## src/rtl/psp_mem_pkg.sv

```systemverilog
// Shared types for the memory port B arbiter: FSM states, requester ids and the muxed request bundle.
package psp_mem_pkg;

    typedef enum logic [1:0] {
        IDLE,
        OWN0,
        OWN1
    } arb_state_e;

    localparam logic REQ_CPU = 1'b0;
    localparam logic REQ_DMA = 1'b1;

    typedef struct packed {
        logic        we;
        logic [31:0] addr;
        logic [31:0] wdata;
        logic [3:0]  be;
    } mem_req_t;

    function automatic arb_state_e own_state(input logic idx);
        return idx ? OWN1 : OWN0;
    endfunction

endpackage

```

## src/rtl/mem_port_arbiter_arb_pick.sv

```systemverilog
// Combinational 2-way picker: pointer priority when policy_rr is set, requester 0 priority otherwise.
module arb_pick (
    input  logic [1:0] valid,
    input  logic       rr_ptr,
    input  logic       policy_rr,
    output logic       gnt_idx,
    output logic       gnt_valid
);

    logic prio;

    always_comb begin
        prio      = policy_rr ? rr_ptr : 1'b0;
        gnt_idx   = valid[prio] ? prio : ~prio;
        gnt_valid = |valid;
    end

endmodule

```

## src/rtl/mem_port_arbiter.sv

```systemverilog
// Arbitrates BRAM port B between CPU (0) and DMA/loader (1) with optional locked bursts.
// Define PSP_ARB_RR_EN for round-robin idle arbitration; default build uses fixed CPU priority.
module mem_port_arbiter
    import psp_mem_pkg::*;
#(
    parameter  int MEM_SIZE  = 8192,
    parameter  int MAX_BURST = 8,
    localparam int ADDR_W    = $clog2(MEM_SIZE)
) (
    input  logic                   clk,
    input  logic                   rst_n,
    input  logic [1:0]             req_valid,
    output logic [1:0]             req_ready,
    input  logic [1:0]             req_lock,
    input  logic [1:0]             req_we,
    input  logic [1:0][ADDR_W-1:0] req_addr,
    input  logic [1:0][31:0]       req_wdata,
    input  logic [1:0][3:0]        req_be,
    output logic [1:0]             rsp_valid,
    output logic [31:0]            rsp_rdata,
    output logic [ADDR_W-1:0]      mem_addr,
    output logic [31:0]            mem_wdata,
    output logic [3:0]             mem_be,
    output logic                   mem_we,
    input  logic [31:0]            mem_rdata
);

    localparam int CNT_W = $clog2(MAX_BURST + 1);
    localparam logic [CNT_W-1:0] MAX_C = CNT_W'(MAX_BURST);

    arb_state_e       state;
    logic [CNT_W-1:0] beat_cnt;
    logic             rr_ptr;
    logic             handoff_pend;
    logic             handoff_idx;

    logic             owner;
    logic             arb_idle;
    logic             pick_rr_ptr;
    logic             pick_policy;
    logic             pick_idx;
    logic             pick_valid;
    logic             gnt_idx;
    logic             gnt_on;
    logic [CNT_W-1:0] cnt_base;
    logic [CNT_W-1:0] new_cnt;
    logic             yield;
    mem_req_t         sel;

    // An owner that stops requesting loses the port immediately, so this cycle is arbitrated as idle.
    always_comb begin
        owner       = (state == OWN1);
        arb_idle    = (state == IDLE) || !req_valid[owner];
        pick_rr_ptr = handoff_pend ? handoff_idx : rr_ptr;
`ifdef PSP_ARB_RR_EN
        pick_policy = 1'b1;
`else
        pick_policy = handoff_pend;
`endif
    end

    arb_pick u_pick (
        .valid     (req_valid),
        .rr_ptr    (pick_rr_ptr),
        .policy_rr (pick_policy),
        .gnt_idx   (pick_idx),
        .gnt_valid (pick_valid)
    );

    always_comb begin
        gnt_idx   = arb_idle ? pick_idx : owner;
        gnt_on    = (arb_idle ? pick_valid : 1'b1) & rst_n;
        req_ready = gnt_on ? (gnt_idx ? 2'b10 : 2'b01) : 2'b00;

        cnt_base  = arb_idle ? '0 : beat_cnt;
        new_cnt   = (cnt_base >= MAX_C) ? MAX_C : cnt_base + 1'b1;
        yield     = req_lock[gnt_idx] && (new_cnt == MAX_C) && req_valid[~gnt_idx];

        sel.we    = req_we[gnt_on ? gnt_idx : REQ_CPU];
        sel.addr  = 32'(req_addr[gnt_on ? gnt_idx : REQ_CPU]);
        sel.wdata = req_wdata[gnt_on ? gnt_idx : REQ_CPU];
        sel.be    = req_be[gnt_on ? gnt_idx : REQ_CPU];

        mem_addr  = ADDR_W'(sel.addr);
        mem_wdata = sel.wdata;
        mem_we    = gnt_on & sel.we;
        mem_be    = gnt_on ? sel.be : 4'b0000;
        rsp_rdata = mem_rdata;
    end

    // A burst that hits MAX_BURST while the other side waits returns to IDLE and hands priority over.
    always_ff @(posedge clk or negedge rst_n) begin
        if (!rst_n) begin
            state        <= IDLE;
            beat_cnt     <= '0;
            rr_ptr       <= 1'b0;
            handoff_pend <= 1'b0;
            handoff_idx  <= 1'b0;
            rsp_valid    <= 2'b00;
        end else begin
            rsp_valid <= req_ready;
            if (gnt_on) begin
                if (arb_idle) begin
                    handoff_pend <= 1'b0;
`ifdef PSP_ARB_RR_EN
                    rr_ptr <= ~gnt_idx;
`endif
                end
                if (!req_lock[gnt_idx]) begin
                    state    <= IDLE;
                    beat_cnt <= '0;
                end else if (yield) begin
                    state        <= IDLE;
                    beat_cnt     <= '0;
                    handoff_pend <= 1'b1;
                    handoff_idx  <= ~gnt_idx;
                end else begin
                    state    <= own_state(gnt_idx);
                    beat_cnt <= new_cnt;
                end
            end else if (arb_idle && state != IDLE) begin
                state    <= IDLE;
                beat_cnt <= '0;
            end
        end
    end

endmodule

```

## config.mk

```make
export PLATFORM = sky130hd
export DESIGN_NAME = mem_port_arbiter
export DESIGN_NICKNAME = d
export VERILOG_FILES = /design/src/rtl/psp_mem_pkg.sv /design/src/rtl/mem_port_arbiter_arb_pick.sv /design/src/rtl/mem_port_arbiter.sv
export SDC_FILE = /design/constraint.sdc
export NUM_CORES = 1
export LEC_CHECK = 0
export ABC_AREA = 0
export BUFFER_PORTS_ARGS = -buffer_cell sky130_fd_sc_hd__buf_4
export CORE_AREA = 2 2 86 88
export DETAILED_ROUTE_END_ITERATION = 8
export DIE_AREA = 0 0 88 90
export HOLD_SLACK_MARGIN = 0.02
export PLACE_DENSITY = 0.73
export SYNTH_ARGS = -nofsm -noshare
export SYNTH_HDL_FRONTEND = slang
export SYNTH_HIERARCHICAL = 1
export SYNTH_SLANG_ARGS = --single-unit
```

## constraint.sdc

```tcl
create_clock -name clk -period 2.1 [get_ports clk]
set_clock_uncertainty 0.1 [all_clocks]
set_input_delay 0.105 -clock clk [delete_from_list [all_inputs] [get_ports clk]]
set_output_delay 0.105 -clock clk [all_outputs]
set_load 0.02 [all_outputs]
```

# Word-level counts from Yosys, hierarchy flattened
# Cells that the tools add are included.
[totals] regBits=10 inputBits=138 output_inout_bits=86
[op_classes] n_addsub=1 order_cmp=6 n_eq_ne=2 n_mux=37 n_bitwise=4 n_reduce_logical=10
[ops] operator="32-bit 2-to-1 mux" n=2
[ops] operator="4-bit 2-to-1 mux" n=9
[ops] operator="13-bit 2-to-1 mux" n=2
[ops] operator="1-bit 2-to-1 mux" n=18
[ops] operator="2-bit 2-to-1 mux" n=6
[ops] operator="1-bit by 2-bit less-than comparator with 1-bit output (second input constant)" n=5
[ops] operator="4-bit by 1-bit adder with 4-bit output (second input constant)" n=1
[ops] operator="4-bit equality test (second input constant)" n=1
[ops] operator="4-bit greater-or-equal comparator (second input constant)" n=1
[ops] operator="2-bit nonzero test" n=2
[ops] operator="1-bit logical AND" n=3
[ops] operator="3-bit AND reduction" n=1
[ops] operator="1-bit AND" n=2
[ops] operator="2-bit equality test (second input constant)" n=1
[ops] operator="2-bit zero test" n=1
[ops] operator="1-bit inverter" n=2
[ops] operator="2-bit OR reduction" n=1
[ops] operator="1-bit zero test" n=1
[ops] operator="1-bit logical OR" n=1

# Longest topological paths before layout
[depth] word_depth=14 ltp_mapped=9

# By module
# The synthesis kept the hierarchy.
[by_module_without_submodules] module="mem_port_arbiter" instances=1 cells_each=159 area_each_um2=1440.1
[by_module_without_submodules] module="arb_pick" instances=1 cells_each=3 area_each_um2=20.0

# Worst setup path after synthesis
# No wires, ideal clock.
[synth_timing] path_type="flip-flop to output port" start="reg handoff_idx" end="out mem_wdata[22]" arrival_time_ps=2080 required_time_ps=1895 slack_ps=-185 path_stages_with_launch=8 path_buffers=1 path_cell_list="dfrtp_1 a21oi_1 a31o_1 a21boi_1 nor2_1 nor2_4 buf_2 mux2_2"
[synth_via] elab_chain_len=8
[synth_rtl] item="start: declaration" line_no="mem_port_arbiter.sv:35" rtl="logic handoff_idx;"
[synth_rtl] item="start signal: assignment" line_no="mem_port_arbiter.sv:116" rtl="handoff_idx <= ~gnt_idx;"
[synth_rtl] item="1-bit 2-to-1 mux (*)" line_no="mem_port_arbiter_arb_pick.sv:13" rtl="prio = policy_rr ? rr_ptr : 1'b0;"
[synth_rtl] item="1-bit 2-to-1 mux (not written as such) (2 in a row)" line_no="mem_port_arbiter_arb_pick.sv:14" rtl="gnt_idx = valid[prio] ? prio : ~prio;"
[synth_rtl] item="1-bit 2-to-1 mux (*)" line_no="mem_port_arbiter_arb_pick.sv:14"
[synth_rtl] item="net pick_idx" line_no="mem_port_arbiter.sv:41" rtl="logic pick_idx;"
[synth_rtl] item="1-bit 2-to-1 mux (*)" line_no="mem_port_arbiter.sv:71" rtl="gnt_idx = arb_idle ? pick_idx : owner;"
[synth_rtl] item="1-bit 2-to-1 mux (*)" line_no="mem_port_arbiter.sv:81" rtl="sel.wdata = req_wdata[gnt_on ? gnt_idx : REQ_CPU];"
[synth_rtl] item="32-bit 2-to-1 mux (*) (2 in a row)" line_no="mem_port_arbiter.sv:81"
[synth_rtl] item="end: declaration" line_no="mem_port_arbiter.sv:22" rtl="output logic [31:0] mem_wdata,"
# Mark *: on every way through the listed nets, which the timed path passes. The rest lies on a longest branch. The select of a mux whose other input is x is not followed.

# Worst setup path after layout
[layout_timing] start="reg state[0]" end="out mem_wdata[11]"
[layout_via] elab_chain_len=10
[layout_rtl] item="start: declaration" line_no="mem_port_arbiter.sv:31" rtl="arb_state_e state;"
[layout_rtl] item="start signal: assignment" line_no="mem_port_arbiter.sv:118" rtl="state <= own_state(gnt_idx);"
[layout_rtl] item="2-bit equality test" line_no="mem_port_arbiter.sv:52" rtl="owner = (state == OWN1);"
[layout_rtl] item="1-bit 2-to-1 mux (not written as such) (2 in a row)" line_no="mem_port_arbiter.sv:53" rtl="arb_idle = (state == IDLE) || !req_valid[owner];"
[layout_rtl] item="1-bit zero test" line_no="mem_port_arbiter.sv:53"
[layout_rtl] item="1-bit logical OR" line_no="mem_port_arbiter.sv:53"
[layout_rtl] item="1-bit 2-to-1 mux" line_no="mem_port_arbiter.sv:72" rtl="gnt_on = (arb_idle ? pick_valid : 1'b1) & rst_n;"
[layout_rtl] item="1-bit AND" line_no="mem_port_arbiter.sv:72"
[layout_rtl] item="1-bit 2-to-1 mux (*)" line_no="mem_port_arbiter.sv:81"
[layout_rtl] item="32-bit 2-to-1 mux (*) (2 in a row)" line_no="mem_port_arbiter.sv:81"
# Mark *: on every way between the ends. The rest lies on a longest branch, timed or not. The select of a mux whose other input is x is not followed.

==> run_summary.xml <==
<?xml version="1.0" encoding="UTF-8"?>
<metrics>
  <group name="pwr">
    <metric name="total_leakage_power" unit="nW">1.651</metric>
    <metric name="power_per_cell_area" unit="nW/um^2">410.1</metric>
    <metric name="totalPowerFinal" unit="W">0.001352</metric>
    <metric name="vdd.ir_drop.worst" unit="mV">0.1587</metric>
  </group>
  <group name="clock_tree">
    <metric name="clk_latency" unit="ps">240</metric>
    <metric name="clock_path_buffers" unit="">2</metric>
    <metric name="number_of_buffers_created_by_cts" unit="">3</metric>
    <metric name="cts.sinks" unit="">10</metric>
    <metric name="ctsHtreeMaxLevel" unit="">1</metric>
    <metric name="cts_tree" unit="">built</metric>
    <metric name="clk_pin_slew" unit="ps">50</metric>
    <metric name="cts_root_buf" unit="">sky130_fd_sc_hd__clkbuf_8</metric>
  </group>
  <group name="placed_design">
    <metric name="routability_congestion_estimate_from_global_placement" unit="">0.7799</metric>
    <metric name="dp_hpwl" unit="um">4707</metric>
    <metric name="port-buffer-count" unit="">159</metric>
    <metric name="dp_worst_setup_slack" unit="ps">-74.11</metric>
    <metric name="postPlaceCellArea" unit="sq um">2621</metric>
    <metric name="placed_cells" unit="">394</metric>
  </group>
  <group name="logic_synthesis">
    <metric name="ys_types" unit="">35</metric>
    <metric name="mappedNetlistArea" unit="sq um">1460</metric>
    <metric name="post_synth_fa_ha_maj_area_fraction" unit="%">1.714</metric>
    <metric name="synth_top_family_by_area" unit="">multiplexers</metric>
    <metric name="postSynthCellCount" unit="">162</metric>
    <metric name="post_synth_xor_area_fraction" unit="%">0.5998</metric>
    <metric name="synth.avg_cell_area" unit="sq um">9.013</metric>
    <metric name="synth_fp_nets" unit="">302</metric>
    <metric name="postSynth.asyncResetShare" unit="%">100.0</metric>
    <metric name="area_share_of_and_or_nand_nor_cells_after_synthesis" unit="%">10.80</metric>
    <metric name="synth-main-ff-cell" unit="">sky130_fd_sc_hd__dfrtp_1</metric>
    <metric name="synth.ff_latch_count" unit="">10</metric>
    <metric name="compound_gate_fraction_of_synth_area" unit="%">15.17</metric>
    <metric name="ys_warn_count" unit="">8</metric>
    <metric name="muxShareOfSynthArea" unit="%">34.70</metric>
    <metric name="synth_sequential_area_ratio" unit="%">17.14</metric>
    <metric name="synth_enable_flop_cells" unit="">0</metric>
  </group>
  <group name="floorplanning">
    <metric name="floorplan.rows" unit="">31</metric>
    <metric name="fp.coreArea" unit="sq um">7020</metric>
    <metric name="die_w" unit="um">88</metric>
    <metric name="fp.dieArea" unit="sq um">7920</metric>
    <metric name="fp.dieH" unit="um">90</metric>
    <metric name="boundaryPins" unit="">224</metric>
    <metric name="initial_core_util" unit="%">20.80</metric>
  </group>
  <group name="finish">
    <metric name="ratio_of_cells_with_drive_above_1_in_the_final_layout" unit="%">81.01</metric>
    <metric name="nets" unit="">457</metric>
    <metric name="post_layout_nonfiller_instances" unit="">415</metric>
    <metric name="fin_area" unit="sq um">3296</metric>
    <metric name="fillCellCount" unit="">637</metric>
    <metric name="area_grow_syn2layout" unit="%">125.7</metric>
    <metric name="insertedDiodeCount" unit="">0</metric>
  </group>
  <group name="hold_path">
    <metric name="hold_depth" unit="">2</metric>
    <metric name="holdCritStartpoint" unit="">rst_n</metric>
    <metric name="hold_end" unit="">beat_cnt[2]</metric>
    <metric name="hp-class" unit="">input port to flop</metric>
  </group>
  <group name="timing">
    <metric name="setup_repair_after_global_routing_missed_its_margin" unit="">true</metric>
    <metric name="report.final.setup_viol" unit="">47</metric>
    <metric name="finalMaxSlewViolations" unit="">0</metric>
    <metric name="worst_case_setup_margin_in_the_final_layout" unit="ps">-224.4</metric>
    <metric name="hold_viol_final" unit="">0</metric>
    <metric name="worst_slew_margin_rel" unit="%">56.87</metric>
    <metric name="worst-slew-pin-transition" unit="ps">640.2</metric>
    <metric name="timing.setup.tns" unit="ps">-7541</metric>
    <metric name="timing.final.crit_period" unit="ps">2324</metric>
    <metric name="finalCritPeriodShare" unit="%">110.7</metric>
    <metric name="timing.fmax" unit="GHz">0.4302</metric>
  </group>
  <group name="worst_setup_path">
    <metric name="reg2reg_to" unit="">handoff_idx</metric>
    <metric name="max_stage_delay" unit="ps">400</metric>
    <metric name="worstSetupPathType" unit="">flop to primary output</metric>
    <metric name="timing.reg2reg.worst_path_depth" unit="">9</metric>
    <metric name="cpLargestDelayFamily" unit="">buffers and inverters</metric>
    <metric name="timing.critical_path.slowest_stage_cell" unit="">sky130_fd_sc_hd__dfrtp_1</metric>
    <metric name="critical_path.n_buffers_inverters" unit="">5</metric>
    <metric name="worst-endpoint-required" unit="ps">1890</metric>
    <metric name="crit_chain" unit="">buf_4 &gt; a21o_2 &gt; o21ai_2 &gt; nor2_4 &gt; buf_12 &gt; buf_12 &gt; buf_16 &gt; mux2_4 &gt; buf_6</metric>
    <metric name="cp_max_fo" unit="">8</metric>
    <metric name="worstSetupPathDepth" unit="">9</metric>
    <metric name="arrival_time_reported_for_the_critical_path_endpoint" unit="ps">2120</metric>
    <metric name="crit_path_top_cell_by_count" unit="">sky130_fd_sc_hd__buf_12</metric>
    <metric name="timing.critical_path.to_type" unit="">primary output</metric>
    <metric name="rrSetupSlack" unit="ps">-160</metric>
    <metric name="r2r-start" unit="">state[0]</metric>
    <metric name="crit_path_start_kind" unit="">flop</metric>
  </group>
  <group name="route">
    <metric name="avgViaCountPerCell" unit="">4.429</metric>
    <metric name="antenna_violating_nets_post_route" unit="">0</metric>
    <metric name="wl" unit="um">6728</metric>
    <metric name="drt-wirelength-per-cell" unit="um">16.21</metric>
    <metric name="drt_iter0_markers" unit="">23</metric>
    <metric name="via_count" unit="">1838</metric>
    <metric name="drc" unit="">0</metric>
    <metric name="firstDrtPassIters" unit="">4</metric>
  </group>
  <group name="grt">
    <metric name="initial_antenna_violation_count" unit="">0</metric>
    <metric name="grt_pass1_wl" unit="um">10150</metric>
    <metric name="gr_ovfl_total" unit="">0</metric>
    <metric name="first_global_vias" unit="">1991</metric>
    <metric name="grt_usage" unit="%">16.24</metric>
    <metric name="pin_count_of_the_biggest_net_entering_global_routing" unit="">13</metric>
  </group>
  <group name="job">
    <metric name="cap_violations" unit="">0</metric>
  </group>
  <group name="status">
    <metric name="status" unit="">finished with violations</metric>
    <metric name="failed_checks" unit="">setup timing</metric>
  </group>
</metrics>
-- worst max-delay path by stage --
stage | start | end | slack, ps
floorplan | state[0] | handoff_idx | -30
global placement | state[0] | handoff_idx | 20
detailed placement | state[0] | handoff_idx | -70
CTS | handoff_idx | mem_wdata[6] | -240
global route | handoff_pend | mem_wdata[11] | -290
finish | state[0] | mem_wdata[11] | -220
-- cell type report --
class	count	area, sq um	area share [%]
Timing Repair Buffer	188	1688	51.21
Multi-Input combinational cell	110	1164	35.31
Sequential cell	10	250.2	7.593
Tap cell	99	123.9	3.759
Clock buffer	4	55.05	1.670
Inverter	4	15.01	0.4556
-- stage by stage --
step	util, %	hold WS, ps
3_5_place_dp	37.34	-139.0
2_1_floorplan	-	-290.6
6_report	46.94	69.26
4_1_cts	45.48	65.18
5_1_grt	46.94	85.29
3_3_place_gp	37.34	-141.8
-- power by group --
| part | switching, W | leakage, nW | internal [W] |
|---|---|---|---|
| Sequential | 0.0000141 | 0.130 | 0.000205 |
| Clock | 0.0000825 | 0.0288 | 0.000165 |
| Combinational | 0.000363 | 1.49 | 0.000522 |
| Total | 0.000460 | 1.65 | 0.000892 |
-- cells in the mapped netlist, types with 3 or more instances --
master | number | area, sq um
sky130_fd_sc_hd__mux2_2 | 45 | 506.7
sky130_fd_sc_hd__buf_4 | 32 | 240.2
sky130_fd_sc_hd__dfrtp_1 | 10 | 250.2
sky130_fd_sc_hd__a21oi_1 | 9 | 45.04
sky130_fd_sc_hd__nand2_1 | 9 | 33.78
sky130_fd_sc_hd__o21ai_0 | 9 | 45.04
sky130_fd_sc_hd__buf_2 | 4 | 20.02
sky130_fd_sc_hd__inv_1 | 4 | 15.01
sky130_fd_sc_hd__nor2_1 | 4 | 15.01
sky130_fd_sc_hd__a32o_1 | 3 | 30.03
sky130_fd_sc_hd__o31ai_1 | 3 | 22.52
-- cell families (layout without fill, tap and decap cells) --
| family | after synthesis | count (layout) |
|---|---|---|
| flip-flops | 10 | 10 |
| AO/OA/AOI/OAI | 34 | 34 |
| XOR/XNOR | 1 | 1 |
| buffers and inverters | 42 | 196 |
| multiplexers | 45 | 45 |
| AND/OR/NAND/NOR | 28 | 28 |
| adder cells (fa/ha/maj) | 2 | 2 |
-- flip-flops by register name (all words and copies together) (netlist names) --
register and count:
handoff_idx 1, state 2, rsp_valid 2, handoff_pend 1, beat_cnt 4
-- cells in the final DEF (no fill, tap or decap), types with 3 or more instances in the layout --
cell                       count
sky130_fd_sc_hd__mux2_2        9
sky130_fd_sc_hd__clkbuf_8      4
sky130_fd_sc_hd__dfrtp_1      10
sky130_fd_sc_hd__buf_4       141
sky130_fd_sc_hd__o21ai_0       8
sky130_fd_sc_hd__a21oi_1       9
sky130_fd_sc_hd__a32o_1        3
sky130_fd_sc_hd__buf_6        37
sky130_fd_sc_hd__inv_1         4
sky130_fd_sc_hd__buf_12        4
sky130_fd_sc_hd__mux2_4       36
sky130_fd_sc_hd__nand2_1       8
sky130_fd_sc_hd__buf_16        3
-- worst register-to-register path, stage by stage (launching register included) --
cell	delay, ps
sky130_fd_sc_hd__dfrtp_1	400
sky130_fd_sc_hd__nand3b_1	200
sky130_fd_sc_hd__nand2_2	120
sky130_fd_sc_hd__and2_4	180
sky130_fd_sc_hd__nand3_4	80
sky130_fd_sc_hd__ha_4	170
sky130_fd_sc_hd__nand3b_1	190
sky130_fd_sc_hd__nor2_2	180
sky130_fd_sc_hd__or4b_1	460
sky130_fd_sc_hd__o211ai_1	100
-- timing repair --
action	in CTS	in global routing
endpoints found under the hold margin	10	0
hold buffers	1	0
gates resized for setup	84	12
setup endpoints to repair	47	53
pin swaps	8	8
cloned	3	1
setup buffers	9	4
-- metal layers --
metal	global-route usage [%]	routed length (um)
met5	0	0
met4	5.000	108
met3	2.755	428
met2	27.59	3446
met1	20.58	2744
No activity file was read; power rests on OpenSTA's default activity.
